[src/rtl/alu_seq_control_if.sv]
// Control bundle between the Mini SRC sequencer and its datapath.
// mem_done is a completion flag, not a handshake: it matters only while the sequencer sits in T1.
interface alu_seq_control_if #(
    parameter int OPW  = 5,
    parameter int CNTW = 16
);
    logic            Stop;
    logic            mem_done;
    logic [OPW-1:0]  IR_opcode;
    logic            PCout, MARin, IncPC, Read, MDRin, MDRout, IRin;
    logic            Gra, Grb, Grc, Rin, Rout;
    logic            Yin, Zlowin, Zhighin, Zlowout, Zhighout, HIin, LOin;
    logic [OPW-1:0]  alu_op;
    logic            Run;
    logic            illegal;
    logic [CNTW-1:0] instr_count;

    modport master (
        input  Stop, mem_done, IR_opcode,
        output PCout, MARin, IncPC, Read, MDRin, MDRout, IRin,
               Gra, Grb, Grc, Rin, Rout,
               Yin, Zlowin, Zhighin, Zlowout, Zhighout, HIin, LOin,
               alu_op, Run, illegal, instr_count
    );

    modport slave (
        output Stop, mem_done, IR_opcode,
        input  PCout, MARin, IncPC, Read, MDRin, MDRout, IRin,
               Gra, Grb, Grc, Rin, Rout,
               Yin, Zlowin, Zhighin, Zlowout, Zhighout, HIin, LOin,
               alu_op, Run, illegal, instr_count
    );
endinterface

[src/rtl/alu_seq_control.sv]
// Hard-wired fetch/execute sequencer for ALU-class Mini SRC instructions.
// Moore outputs decoded from the state register and the latched opcode.
module alu_seq_control #(
    parameter int OPW  = 5,
    parameter int CNTW = 16
) (
    input  logic               Clock,
    input  logic               Clear,
    alu_seq_control_if.master  bus,
    output logic [3:0]         state_dbg
);
    typedef enum logic [3:0] {
        S_IDLE = 4'd0, S_T0 = 4'd1, S_T1 = 4'd2, S_T2 = 4'd3, S_T3 = 4'd4,
        S_T4 = 4'd5, S_T5 = 4'd6, S_T6 = 4'd7, S_HALT = 4'd8
    } state_t;

    typedef enum logic [2:0] {
        C_BIN, C_MD, C_UN, C_NOP, C_HALT, C_ILL
    } cls_t;

    state_t          state, state_n;
    cls_t            cls;
    logic [OPW-1:0]  op_q;
    logic            illegal_q;
    logic [CNTW-1:0] count_q;
    logic            done;

    assign state_dbg       = state;
    assign bus.illegal     = illegal_q;
    assign bus.instr_count = count_q;

    always_comb begin
        cls = C_ILL;
        case (op_q)
            5'b00011, 5'b00100, 5'b00101, 5'b00110, 5'b00111,
            5'b01000, 5'b01001, 5'b01010, 5'b01011: cls = C_BIN;
            5'b01111, 5'b10000:                     cls = C_MD;
            5'b10001, 5'b10010:                     cls = C_UN;
            5'b11010:                               cls = C_NOP;
            5'b11011:                               cls = C_HALT;
            default:                                cls = C_ILL;
        endcase
    end

    always_comb begin
        state_n      = state;
        done         = 1'b0;
        bus.Run      = 1'b0;
        bus.PCout    = 1'b0; bus.MARin    = 1'b0; bus.IncPC   = 1'b0;
        bus.Read     = 1'b0; bus.MDRin    = 1'b0; bus.MDRout  = 1'b0; bus.IRin = 1'b0;
        bus.Gra      = 1'b0; bus.Grb      = 1'b0; bus.Grc     = 1'b0;
        bus.Rin      = 1'b0; bus.Rout     = 1'b0;
        bus.Yin      = 1'b0; bus.Zlowin   = 1'b0; bus.Zhighin = 1'b0;
        bus.Zlowout  = 1'b0; bus.Zhighout = 1'b0; bus.HIin    = 1'b0; bus.LOin = 1'b0;
        bus.alu_op   = '0;
        case (state)
            S_IDLE: if (!bus.Stop) state_n = S_T0;
            S_T0: begin
                bus.Run = 1'b1; bus.PCout = 1'b1; bus.MARin = 1'b1; bus.IncPC = 1'b1;
                state_n = S_T1;
            end
            S_T1: begin
                bus.Run = 1'b1; bus.Read = 1'b1; bus.MDRin = 1'b1;
                if (bus.mem_done) state_n = S_T2;
            end
            S_T2: begin
                bus.Run = 1'b1; bus.MDRout = 1'b1; bus.IRin = 1'b1;
                state_n = S_T3;
            end
            S_T3: begin
                bus.Run = 1'b1;
                case (cls)
                    C_BIN, C_MD: begin
                        bus.Grb = 1'b1; bus.Rout = 1'b1; bus.Yin = 1'b1;
                        state_n = S_T4;
                    end
                    C_UN: begin
                        bus.Grb = 1'b1; bus.Rout = 1'b1; bus.Zlowin = 1'b1;
                        bus.alu_op = op_q;
                        state_n = S_T4;
                    end
                    C_NOP:   done = 1'b1;
                    default: state_n = S_HALT;
                endcase
            end
            S_T4: begin
                bus.Run = 1'b1;
                case (cls)
                    C_BIN, C_MD: begin
                        bus.Grc = 1'b1; bus.Rout = 1'b1; bus.Zlowin = 1'b1;
                        bus.Zhighin = (cls == C_MD);
                        bus.alu_op = op_q;
                        state_n = S_T5;
                    end
                    C_UN: begin
                        bus.Zlowout = 1'b1; bus.Gra = 1'b1; bus.Rin = 1'b1;
                        done = 1'b1;
                    end
                    default: state_n = S_HALT;
                endcase
            end
            S_T5: begin
                bus.Run = 1'b1;
                case (cls)
                    C_BIN: begin
                        bus.Zlowout = 1'b1; bus.Gra = 1'b1; bus.Rin = 1'b1;
                        done = 1'b1;
                    end
                    C_MD: begin
                        bus.Zlowout = 1'b1; bus.LOin = 1'b1;
                        state_n = S_T6;
                    end
                    default: state_n = S_HALT;
                endcase
            end
            S_T6: begin
                bus.Run = 1'b1;
                if (cls == C_MD) begin
                    bus.Zhighout = 1'b1; bus.HIin = 1'b1;
                    done = 1'b1;
                end else begin
                    state_n = S_HALT;
                end
            end
            S_HALT:  state_n = S_HALT;
            default: state_n = S_IDLE;
        endcase
        // Stop is honoured only at the instruction boundary.
        if (done) state_n = bus.Stop ? S_IDLE : S_T0;
    end

    always_ff @(posedge Clock or posedge Clear) begin
        if (Clear) begin
            state     <= S_IDLE;
            op_q      <= '0;
            illegal_q <= 1'b0;
            count_q   <= '0;
        end else begin
            state <= state_n;
            if (state == S_T2) op_q <= bus.IR_opcode;
            if (state == S_T3 && cls == C_ILL) illegal_q <= 1'b1;
            if (done) count_q <= count_q + 1'b1;
        end
    end
endmodule

[src/flat_wrapper.sv]
// flat-port wrapper written by rule: the top's interface ports become plain ports
module alu_seq_control_flat 
#(
    parameter int OPW  = 5,
    parameter int CNTW = 16
)
  (Clock, Clear, state_dbg, bus_Stop, bus_mem_done, bus_IR_opcode, bus_PCout, bus_MARin, bus_IncPC, bus_Read, bus_MDRin, bus_MDRout, bus_IRin, bus_Gra, bus_Grb, bus_Grc, bus_Rin, bus_Rout, bus_Yin, bus_Zlowin, bus_Zhighin, bus_Zlowout, bus_Zhighout, bus_HIin, bus_LOin, bus_alu_op, bus_Run, bus_illegal, bus_instr_count);
  alu_seq_control_if #(.OPW(OPW), .CNTW(CNTW)) bus_i ();
  input  logic Clock;
  input  logic Clear;
  output logic [3:0] state_dbg;
  input wire logic [$bits(bus_i.Stop)-1:0] bus_Stop;
  input wire logic [$bits(bus_i.mem_done)-1:0] bus_mem_done;
  input wire logic [$bits(bus_i.IR_opcode)-1:0] bus_IR_opcode;
  output wire logic [$bits(bus_i.PCout)-1:0] bus_PCout;
  output wire logic [$bits(bus_i.MARin)-1:0] bus_MARin;
  output wire logic [$bits(bus_i.IncPC)-1:0] bus_IncPC;
  output wire logic [$bits(bus_i.Read)-1:0] bus_Read;
  output wire logic [$bits(bus_i.MDRin)-1:0] bus_MDRin;
  output wire logic [$bits(bus_i.MDRout)-1:0] bus_MDRout;
  output wire logic [$bits(bus_i.IRin)-1:0] bus_IRin;
  output wire logic [$bits(bus_i.Gra)-1:0] bus_Gra;
  output wire logic [$bits(bus_i.Grb)-1:0] bus_Grb;
  output wire logic [$bits(bus_i.Grc)-1:0] bus_Grc;
  output wire logic [$bits(bus_i.Rin)-1:0] bus_Rin;
  output wire logic [$bits(bus_i.Rout)-1:0] bus_Rout;
  output wire logic [$bits(bus_i.Yin)-1:0] bus_Yin;
  output wire logic [$bits(bus_i.Zlowin)-1:0] bus_Zlowin;
  output wire logic [$bits(bus_i.Zhighin)-1:0] bus_Zhighin;
  output wire logic [$bits(bus_i.Zlowout)-1:0] bus_Zlowout;
  output wire logic [$bits(bus_i.Zhighout)-1:0] bus_Zhighout;
  output wire logic [$bits(bus_i.HIin)-1:0] bus_HIin;
  output wire logic [$bits(bus_i.LOin)-1:0] bus_LOin;
  output wire logic [$bits(bus_i.alu_op)-1:0] bus_alu_op;
  output wire logic [$bits(bus_i.Run)-1:0] bus_Run;
  output wire logic [$bits(bus_i.illegal)-1:0] bus_illegal;
  output wire logic [$bits(bus_i.instr_count)-1:0] bus_instr_count;
  assign bus_i.Stop = bus_Stop;
  assign bus_i.mem_done = bus_mem_done;
  assign bus_i.IR_opcode = bus_IR_opcode;
  assign bus_PCout = bus_i.PCout;
  assign bus_MARin = bus_i.MARin;
  assign bus_IncPC = bus_i.IncPC;
  assign bus_Read = bus_i.Read;
  assign bus_MDRin = bus_i.MDRin;
  assign bus_MDRout = bus_i.MDRout;
  assign bus_IRin = bus_i.IRin;
  assign bus_Gra = bus_i.Gra;
  assign bus_Grb = bus_i.Grb;
  assign bus_Grc = bus_i.Grc;
  assign bus_Rin = bus_i.Rin;
  assign bus_Rout = bus_i.Rout;
  assign bus_Yin = bus_i.Yin;
  assign bus_Zlowin = bus_i.Zlowin;
  assign bus_Zhighin = bus_i.Zhighin;
  assign bus_Zlowout = bus_i.Zlowout;
  assign bus_Zhighout = bus_i.Zhighout;
  assign bus_HIin = bus_i.HIin;
  assign bus_LOin = bus_i.LOin;
  assign bus_alu_op = bus_i.alu_op;
  assign bus_Run = bus_i.Run;
  assign bus_illegal = bus_i.illegal;
  assign bus_instr_count = bus_i.instr_count;
  alu_seq_control #(.OPW(OPW), .CNTW(CNTW)) u_core (.Clock(Clock), .Clear(Clear), .bus(bus_i), .state_dbg(state_dbg));
endmodule
[config.mk]
export PLATFORM = sky130hd
export DESIGN_NAME = alu_seq_control_flat
export DESIGN_NICKNAME = d
export VERILOG_FILES = /design/src/rtl/alu_seq_control_if.sv /design/src/rtl/alu_seq_control.sv /design/src/flat_wrapper.sv
export SDC_FILE = /design/constraint.sdc
export NUM_CORES = 1
export LEC_CHECK = 0
export ABC_CLOCK_PERIOD_IN_PS = 2460
export CAP_MARGIN = 20
export CELL_PAD_IN_SITES_DETAIL_PLACEMENT = 0
export CELL_PAD_IN_SITES_GLOBAL_PLACEMENT = 2
export CORE_ASPECT_RATIO = 1.75
export CORE_MARGIN = 3
export CORE_UTILIZATION = 24
export DETAILED_ROUTE_END_ITERATION = 12
export MAX_ROUTING_LAYER = met4
export PLACE_DENSITY_LB_ADDON = 0.15
export SLEW_MARGIN = 20
export SYNTH_ARGS = -nofsm -noshare
export SYNTH_HDL_FRONTEND = slang
export SYNTH_SLANG_ARGS = --single-unit
[constraint.sdc]
create_clock -name Clock -period 2.46 [get_ports Clock]
set_clock_uncertainty 0.1 [all_clocks]
set_input_delay 0.738 -clock Clock [delete_from_list [all_inputs] [get_ports Clock]]
set_output_delay 0.738 -clock Clock [all_outputs]
set_load 0.005 [all_outputs]
==> metrics.md, run 1 <==
| Metric | Value |
|---|---|
| Setup TNS Final | `-6410 ps` |
| DRT Pass-1 Iters | `4` |
| Latest clock arrival within the worst-skew pair | `~260 ps` |
| Setup violators final | `17` |
| Max stage delay on crit path | `around 450 ps` |
| Sw frac | `39.2%` |
| First-pass GRT wire length | `9.67 mm` |
| Flop pwr share | `about 18%` |
| Maximum vdd drop | `around 400 uV` |
| Run status | `finished with violations` |
| Number of flops mapped to enable cells by yosys | `0` |
| CTS tree | `done` |
| Clock tree buffer depth | `2` |
| Compound-Gate Fraction of Synth Area | `roughly 15%` |
| Commonest cells in the netlist | `26 x dfrtp_1, 13 x nor2_1, 12 x nand2_1` |
| Post-synth top area share | `a little under two fifths` |
| Worst path most repeated cell | `buf_6` |
| P_int | `~2100 uW` |
| YS warnings | `0` |
| Max-cap violation count | `0` |
| Final Hold Viols | `0` |
| Io pins | `55` |
| DRC | `0` |
| Avg Vias per Cell | `about 4.7` |
| Crit end category | `output port` |
| Final HPWL DP | `approximately 4.4 mm` |
| Ys async rst share | `between 90% and 100%` |
| Comb pwr share | `between 70% and 80%` |
| Hold Path Class | `flip-flop to flip-flop` |
| Hold_buf cts | `0` |
| Die Area | `~8200 um2` |
| Net count after synthesis | `slightly above 200` |
| Final min period | `~3000 ps` |
| Syn avg cell area | `just under 9 um2` |
| Crit Path Category | `flip-flop to output port` |
| Synth Cell Area | `roughly 1700 um2` |
| Remaining Overflow, GRT | `0` |
| Critical path's slowest cell | `dfrtp_2` |
| Post-synth top flop | `dfrtp_1` |
| P_sw | `between 1000 and 1500 uW` |
| Failing checks | `setup timing` |
| Die Wd | `between 60 and 70 um` |
| Starting DRT DRC Count | `about 80` |
| Port Buffers | `54` |
| Max-slew violations | `0` |
| Placer congestion estimate | `slightly below 0.9` |
| Simple-gate share of the synthesized area | `between 20% and 30%` |
| Filler Cells Inserted | `~700` |
| Dpl cell area | `about 2700 um2` |
| FMAX | `334 MHz` |
| Largest net degree at the start of global routing | `27` |
| Core area | `~7000 um2` |
| Cts bufs inserted | `3` |
| Post-Syn Instances | `193` |
| Largest family of logic cells by synthesized area | `simple AND/OR/NAND/NOR gates` |
| Clock Tree Root | `clkbuf_16` |
| Post-synthesis adder-cell area fraction | `between 2 and 2.5%` |
| Post-synthesis mux area share | `around 2.6%` |
| Crit path required time | `about 1600 ps` |
| Crit path DAT | `between 2000 and 2500 ps` |
| Final worst slack | `-535 ps` |
| Cell Rows | `40` |
| Total GRT Usage | `between 15 and 20%` |
| P per Cell Area | `about 1100 nW/um2` |
| Post-synth cell types | `44` |
| DR WL/cell | `approximately 15 um` |
| Most frequent cell after synthesis | `dfrtp_1` |
| Detail Route Antenna Nets | `0` |
| Final std cells w/o fill | `397` |
| Nets | `327` |
| Ratio of cells with drive above 1 in the final layout | `a little under half` |
| DIE HEIGHT | `around 120 um` |
| XOR/XNOR Fraction of Synth Area | `under 10%` |
| H-tree depth | `1` |
| Crit path cell chain | `ha_4, buf_6, or3_4, a211oi_4, buf_4, a21o_4, and2_4, buf_6` |
| RSZ-0062 raised after global routing | `true` |
| Max_slew headroom | `67.0%` |
| Worst-path clk slew | `roughly 70 ps` |
| # diodes | `0` |
| Clock Sinks | `26` |
| Placed insts | `approximately 370` |
| Crit path max-delay family | `simple AND/OR/NAND/NOR gates` |
| Setup crit start kind | `flip-flop` |
| Initial antenna violation count | `0` |
| Vias | `approximately 1.9k` |
| Period Utilization, post-route | `122%` |
| Buf/Inv on CP | `3` |
| Clock Power Share | `roughly a tenth` |
| Seq/Total Area, Yosys | `between 30% and 40%` |
| Cell area after layout | `approximately 3200 um2` |
| FF+latch count, synth | `26` |
| Vias in the first global route | `2020` |
| Leakage | `approximately 0.0015 uW` |
| Worst-Margin Slew | `between 400 and 500 ps` |
| CP max FO | `3` |
| Initial core utilization | `approximately a quarter` |
| Post-synth top area cell | `dfrtp_1` |
| Final WL | `6.04 mm` |
| Area Overhead vs Synth | `85.8%` |
| Top cells by area, synth | `dfrtp_1 38%, xnor2_1 5.6%, nand3_1 3.2%` |
==> power by group through the flow <==
stage	Clock, uW	Sequential (uW)	Combinational, uW
after global routing	396	641	2650
after floorplan	0	612	921
after global placement	0	608	1950
after detailed placement	0	611	1940
after CTS	381	621	2420
final	369	625	2470
==> per-layer routing <==
metal / vias up / routed length [um] / global-route usage, %
li1: 911 / - / -
met1: 910 / 2250 / 15.4
met2: 40 / 3500 / 28.4
met3: 11 / 157 / 2.05
met4: 0 / 140 / 5.52
met5: - / 0 / -
==> timing repair <==
action                     in CTS  in global routing
cloned                          0                  0
resized for setup             121                 19
buffers inserted               24                  8
pin swaps                      18                 12
setup endpoints to repair      24                 35
==> worst reg2reg max path: stages, from the launching register on <==
cell	delay, ps
dfrtp_2	450
ha_4	190
buf_6	110
or3_4	330
a211oi_4	270
buf_4	170
a21o_4	120
o21ai_2	70
buf_6	140
buf_4	140
nor3_4	120
xor2_1	150
==> path summary, 6_finish.rpt <==
| check | to | cells past startpoint | from | slack, ps |
|---|---|---|---|---|
| worst min register to register | u_core.bus.illegal | 1 | u_core.bus.illegal | 370 |
| worst min-delay path | u_core.bus.illegal | 1 | u_core.bus.illegal | 370 |
| max in group asynchronous | u_core.op_q[0] | 3 | Clear | 1220 |
| worst max register to register | u_core.bus.instr_count[6] | 11 | u_core.op_q[1] | 20 |
| worst max-delay path | bus_Gra | 8 | u_core.op_q[1] | -530 |
| min in group asynchronous | u_core.op_q[1] | 3 | Clear | 740 |
==> registers in the layout (all words and copies together) (netlist names) <==
name and cells:
u_core.bus.illegal 1, u_core.bus.instr_count 16, u_core.op_q 5, u_core.state_dbg 4
==> layout by cell type (no fill, tap or decap), types with 7 or more instances in the layout <==
master	netlist	final
nand2_1	12	11
nand3_1	11	11
buf_2	2	10
o21ai_0	11	9
clkdlybuf4s50_1	0	29
nor3_4	0	7
buf_4	6	64
dlygate4sd2_1	0	7
nor2_1	13	12
dfrtp_1	26	24
xnor2_1	11	11
buf_6	2	19
==> logic make-up after synthesis <==
| logic type | count (synthesis) |
|---|---|
| buffers and inverters | 24 |
| DFF | 26 |
| adders and majority gates | 3 |
| xor gates and xnor gates | 15 |
| AOI/OAI and AO/OA | 37 |
| and+or+nand+nor | 84 |
| muxes | 4 |
==> layout make-up <==
class | instances | area, um2 | area share, %
Timing Repair Buffer | 133 | 1160 | 36.6
Multi-Input combinational cell | 143 | 1150 | 36.2
Sequential cell | 26 | 653 | 20.6
Inverter | 8 | 30.0 | 0.946
Clock buffer | 3 | 75.1 | 2.36
Tap cell | 84 | 105 | 3.31
==> per-stage QoR <==
step	worst slack, ps	total power, uW	hold WS (ps)	utilization, %
2_1_floorplan	-122	1530	360	-
3_3_place_gp	-676	2560	352	39.0
3_5_place_dp	-693	2560	363	39.0
4_1_cts	-663	3420	378	44.4
5_1_grt	-609	3690	401	46.0
6_report	-535	3460	369	46.0
(Power assumes the default switching activity.)
==> run 2: changes to the inputs <==
CAP_MARGIN = not set   (was 20)
GPL_ROUTABILITY_DRIVEN = 1   (was not set)
==> results of run 2 <==
No change in the layout: final DEF, timing and power equal those of run 1.
==> run 3: changes to the inputs <==
CORE_UTILIZATION = 30   (was 24)
CTS_CLUSTER_SIZE = 14   (was not set)
DONT_BUFFER_PORTS = 1   (was not set)
==> run 3 against run 2 <==
The run still ends with setup timing left. Design area is 26% lower. Sequential share of layout area is 7.2 points higher. Routed wire length is 12% lower. Utilization fell by 2.1 points. Highest routed layer unchanged.
==> metrics.md, run 3 (synthesis gave the netlist of run 1 again) <==
| Metric | Value |
|---|---|
| Run status | `finished with violations` |
| Failing checks | `setup timing` |
| Crit path DAT | `2030 ps (-130 ps)` |
| Cell area after layout | `2360 um2 (-26%)` |
| Setup crit start kind | `flip-flop` |
| Clock Tree Root | `clkbuf_8` |
| DRC | `0 (unchanged)` |
| Worst-path clk slew | `90 ps (+20 ps)` |
| Final std cells w/o fill | `296 (-25%)` |
| DIE HEIGHT | `106 um (-10%)` |
| Max stage delay on crit path | `440 ps (about the same)` |
| Io pins | `55 (unchanged)` |
| Cell Rows | `35 (-13%)` |
| Initial core utilization | `31.7% (+7.0 points)` |
| Final Total Pwr | `2690 uW (-22%)` |
| Die Wd | `63.1 um (-9.7%)` |
| Crit path max-delay family | `simple AND/OR/NAND/NOR gates` |
| CTS tree | `done` |
| # diodes | `0 (unchanged)` |
| Core area | `5390 um2 (-22%)` |
| P per Cell Area | `1140 nW/um2 (+4.5%)` |
| Crit path required time | `1620 ps (about the same)` |
| Remaining Overflow, GRT | `0 (unchanged)` |
| Clock Power Share | `9.3% (-1.4 points)` |
| Period Utilization, post-route | `117% (-5.1 points)` |
| Final worst slack | `-408 ps (+127 ps)` |
| Starting DRT DRC Count | `58 (-26%)` |
| Nets | `236 (-28%)` |
| Vias | `1545 (-17%)` |
| RSZ-0062 raised after global routing | `true` |
| Sw frac | `44.2% (+5.0 points)` |
| Setup TNS Final | `-5150 ps (+1250 ps)` |
| Worst-Margin Slew | `509 ps (+26.8 ps)` |
| Area Overhead vs Synth | `38.4%` |
| P_sw | `1190 uW (-12%)` |
| CP max FO | `4 (+1)` |
| Ratio of cells with drive above 1 in the final layout | `41.0% (-4.7 points)` |
| Max_slew headroom | `65.8% (-1.2 points)` |
| Setup violators final | `17 (unchanged)` |
| Placed insts | `286 (-22%)` |
| Initial antenna violation count | `0 (unchanged)` |
| DRT Pass-1 Iters | `4 (unchanged)` |
| Comb pwr share | `66.6% (-4.7 points)` |
| P_int | `1500 uW (-29%)` |
| Final min period | `2870 ps (-127 ps)` |
| Largest net degree at the start of global routing | `27 (unchanged)` |
| Crit Path Category | `flip-flop to output port` |
| Dpl cell area | `2020 um2 (-25%)` |
| Most common cell after layout, fill and taps aside | `buf_4` |
| Max-cap violation count | `0 (unchanged)` |
| Max FFs per register | `16 (unchanged)` |
| Latest clock arrival within the worst-skew pair | `280 ps (+20 ps)` |
| Maximum vdd drop | `432 uV (+8.2%)` |
| Max-slew violations | `0 (unchanged)` |
| Avg Vias per Cell | `5.22 (+11%)` |
| Critical path's slowest cell | `dfrtp_2` |
| Filler Cells Inserted | `549 (-20%)` |
| Final WL | `5.34 mm (-12%)` |
| Leakage | `0.00107 uW (-29%)` |
| Final Hold Viols | `0 (unchanged)` |
| Hold Path Class | `input port to async pin` |
| Most frequent cells in the layout | `29 x buf_4, 22 x dfrtp_1, 13 x nor2_1, 11 x nand2_1` |
| Detail Route Antenna Nets | `0 (unchanged)` |
| Clock tree buffer depth | `2 (unchanged)` |
| Total GRT Usage | `16.5% (+1.4 points)` |
| Crit path cell chain | `inv_2, ha_4, or3_4, a211oi_4, o21a_1, and2_1` |
| Die Area | `6670 um2 (-19%)` |
| Flop pwr share | `24.1% (+6.0 points)` |
| H-tree depth | `1 (unchanged)` |
| FMAX | `349 MHz (+4.4%)` |
| Vias in the first global route | `1670 (-17%)` |
| DR WL/cell | `18.1 um (+19%)` |
| Placer congestion estimate | `0.900 (+1.5%)` |
| Final HPWL DP | `4.02 mm (-9.1%)` |
| Cts bufs inserted | `3 (unchanged)` |
| Final Util | `43.9% (-2.1 points)` |
| Clock Sinks | `26 (unchanged)` |
| Port Buffers | `0 (-100%)` |
| First-pass GRT wire length | `8.44 mm (-13%)` |
| Buf/Inv on CP | `1 (-2)` |
| Crit end category | `output port` |
[run 3: path summary, 6_finish.rpt]
check	start	to	slack, ps	cells after the start
worst min-delay path	Clear	u_core.bus.instr_count[1]	300	2
worst max-delay path	u_core.op_q[0]	bus_alu_op[0]	-410	6
worst max register to register	u_core.op_q[1]	u_core.bus.instr_count[3]	50	12
min in group Clock	u_core.bus.illegal	u_core.bus.illegal	400	1
worst min register to register	u_core.bus.illegal	u_core.bus.illegal	400	1
max in group asynchronous	Clear	u_core.state_dbg[1]	1670	2
[run 3: power by group through the flow]
stage | Sequential [uW] | Combinational, uW | Clock [uW]
5_1_grt | 667 | 1930 | 280
3_5_place_dp | 636 | 1430 | 0
3_3_place_gp | 633 | 1430 | 0
4_1_cts | 639 | 1500 | 264
2_1_floorplan | 612 | 921 | 0
6_report | 649 | 1790 | 251
[run 3: what timing repair did]
action                     4_1_cts  5_1_grt
setup buffers                    1        6
hold buffers                     0        0
setup endpoints to repair       17       32
pin swaps                        2       21
resized for setup                7       46
gates cloned                     0        1
[run 3: layer usage]
metal | wire [um] | up-vias | track usage (%)
met2 | 3240 | 28 | 30.7
met3 | 255 | 7 | 3.94
met1 | 1750 | 779 | 15.6
li1 | - | 731 | -
met4 | 97 | 0 | 7.27
met5 | 0 | - | -
[run 3: cell type report]
type                       instances  area (um2)  share of cell area [%]
multi-input combinational        143        1150                    48.5
tap                               74        92.6                    3.92
sequential                        26         656                    27.7
timing repair buffer              42         395                    16.7
clock buffer                       3        41.3                    1.75
inverter                           8        32.5                    1.38
[run 3: stage by stage]
stage	hold WS [ps]	worst slack [ps]
after floorplan	360	-122
after global placement	387	-99.8
after detailed placement	386	-122
after CTS	311	-438
after global routing	332	-528
final	302	-408
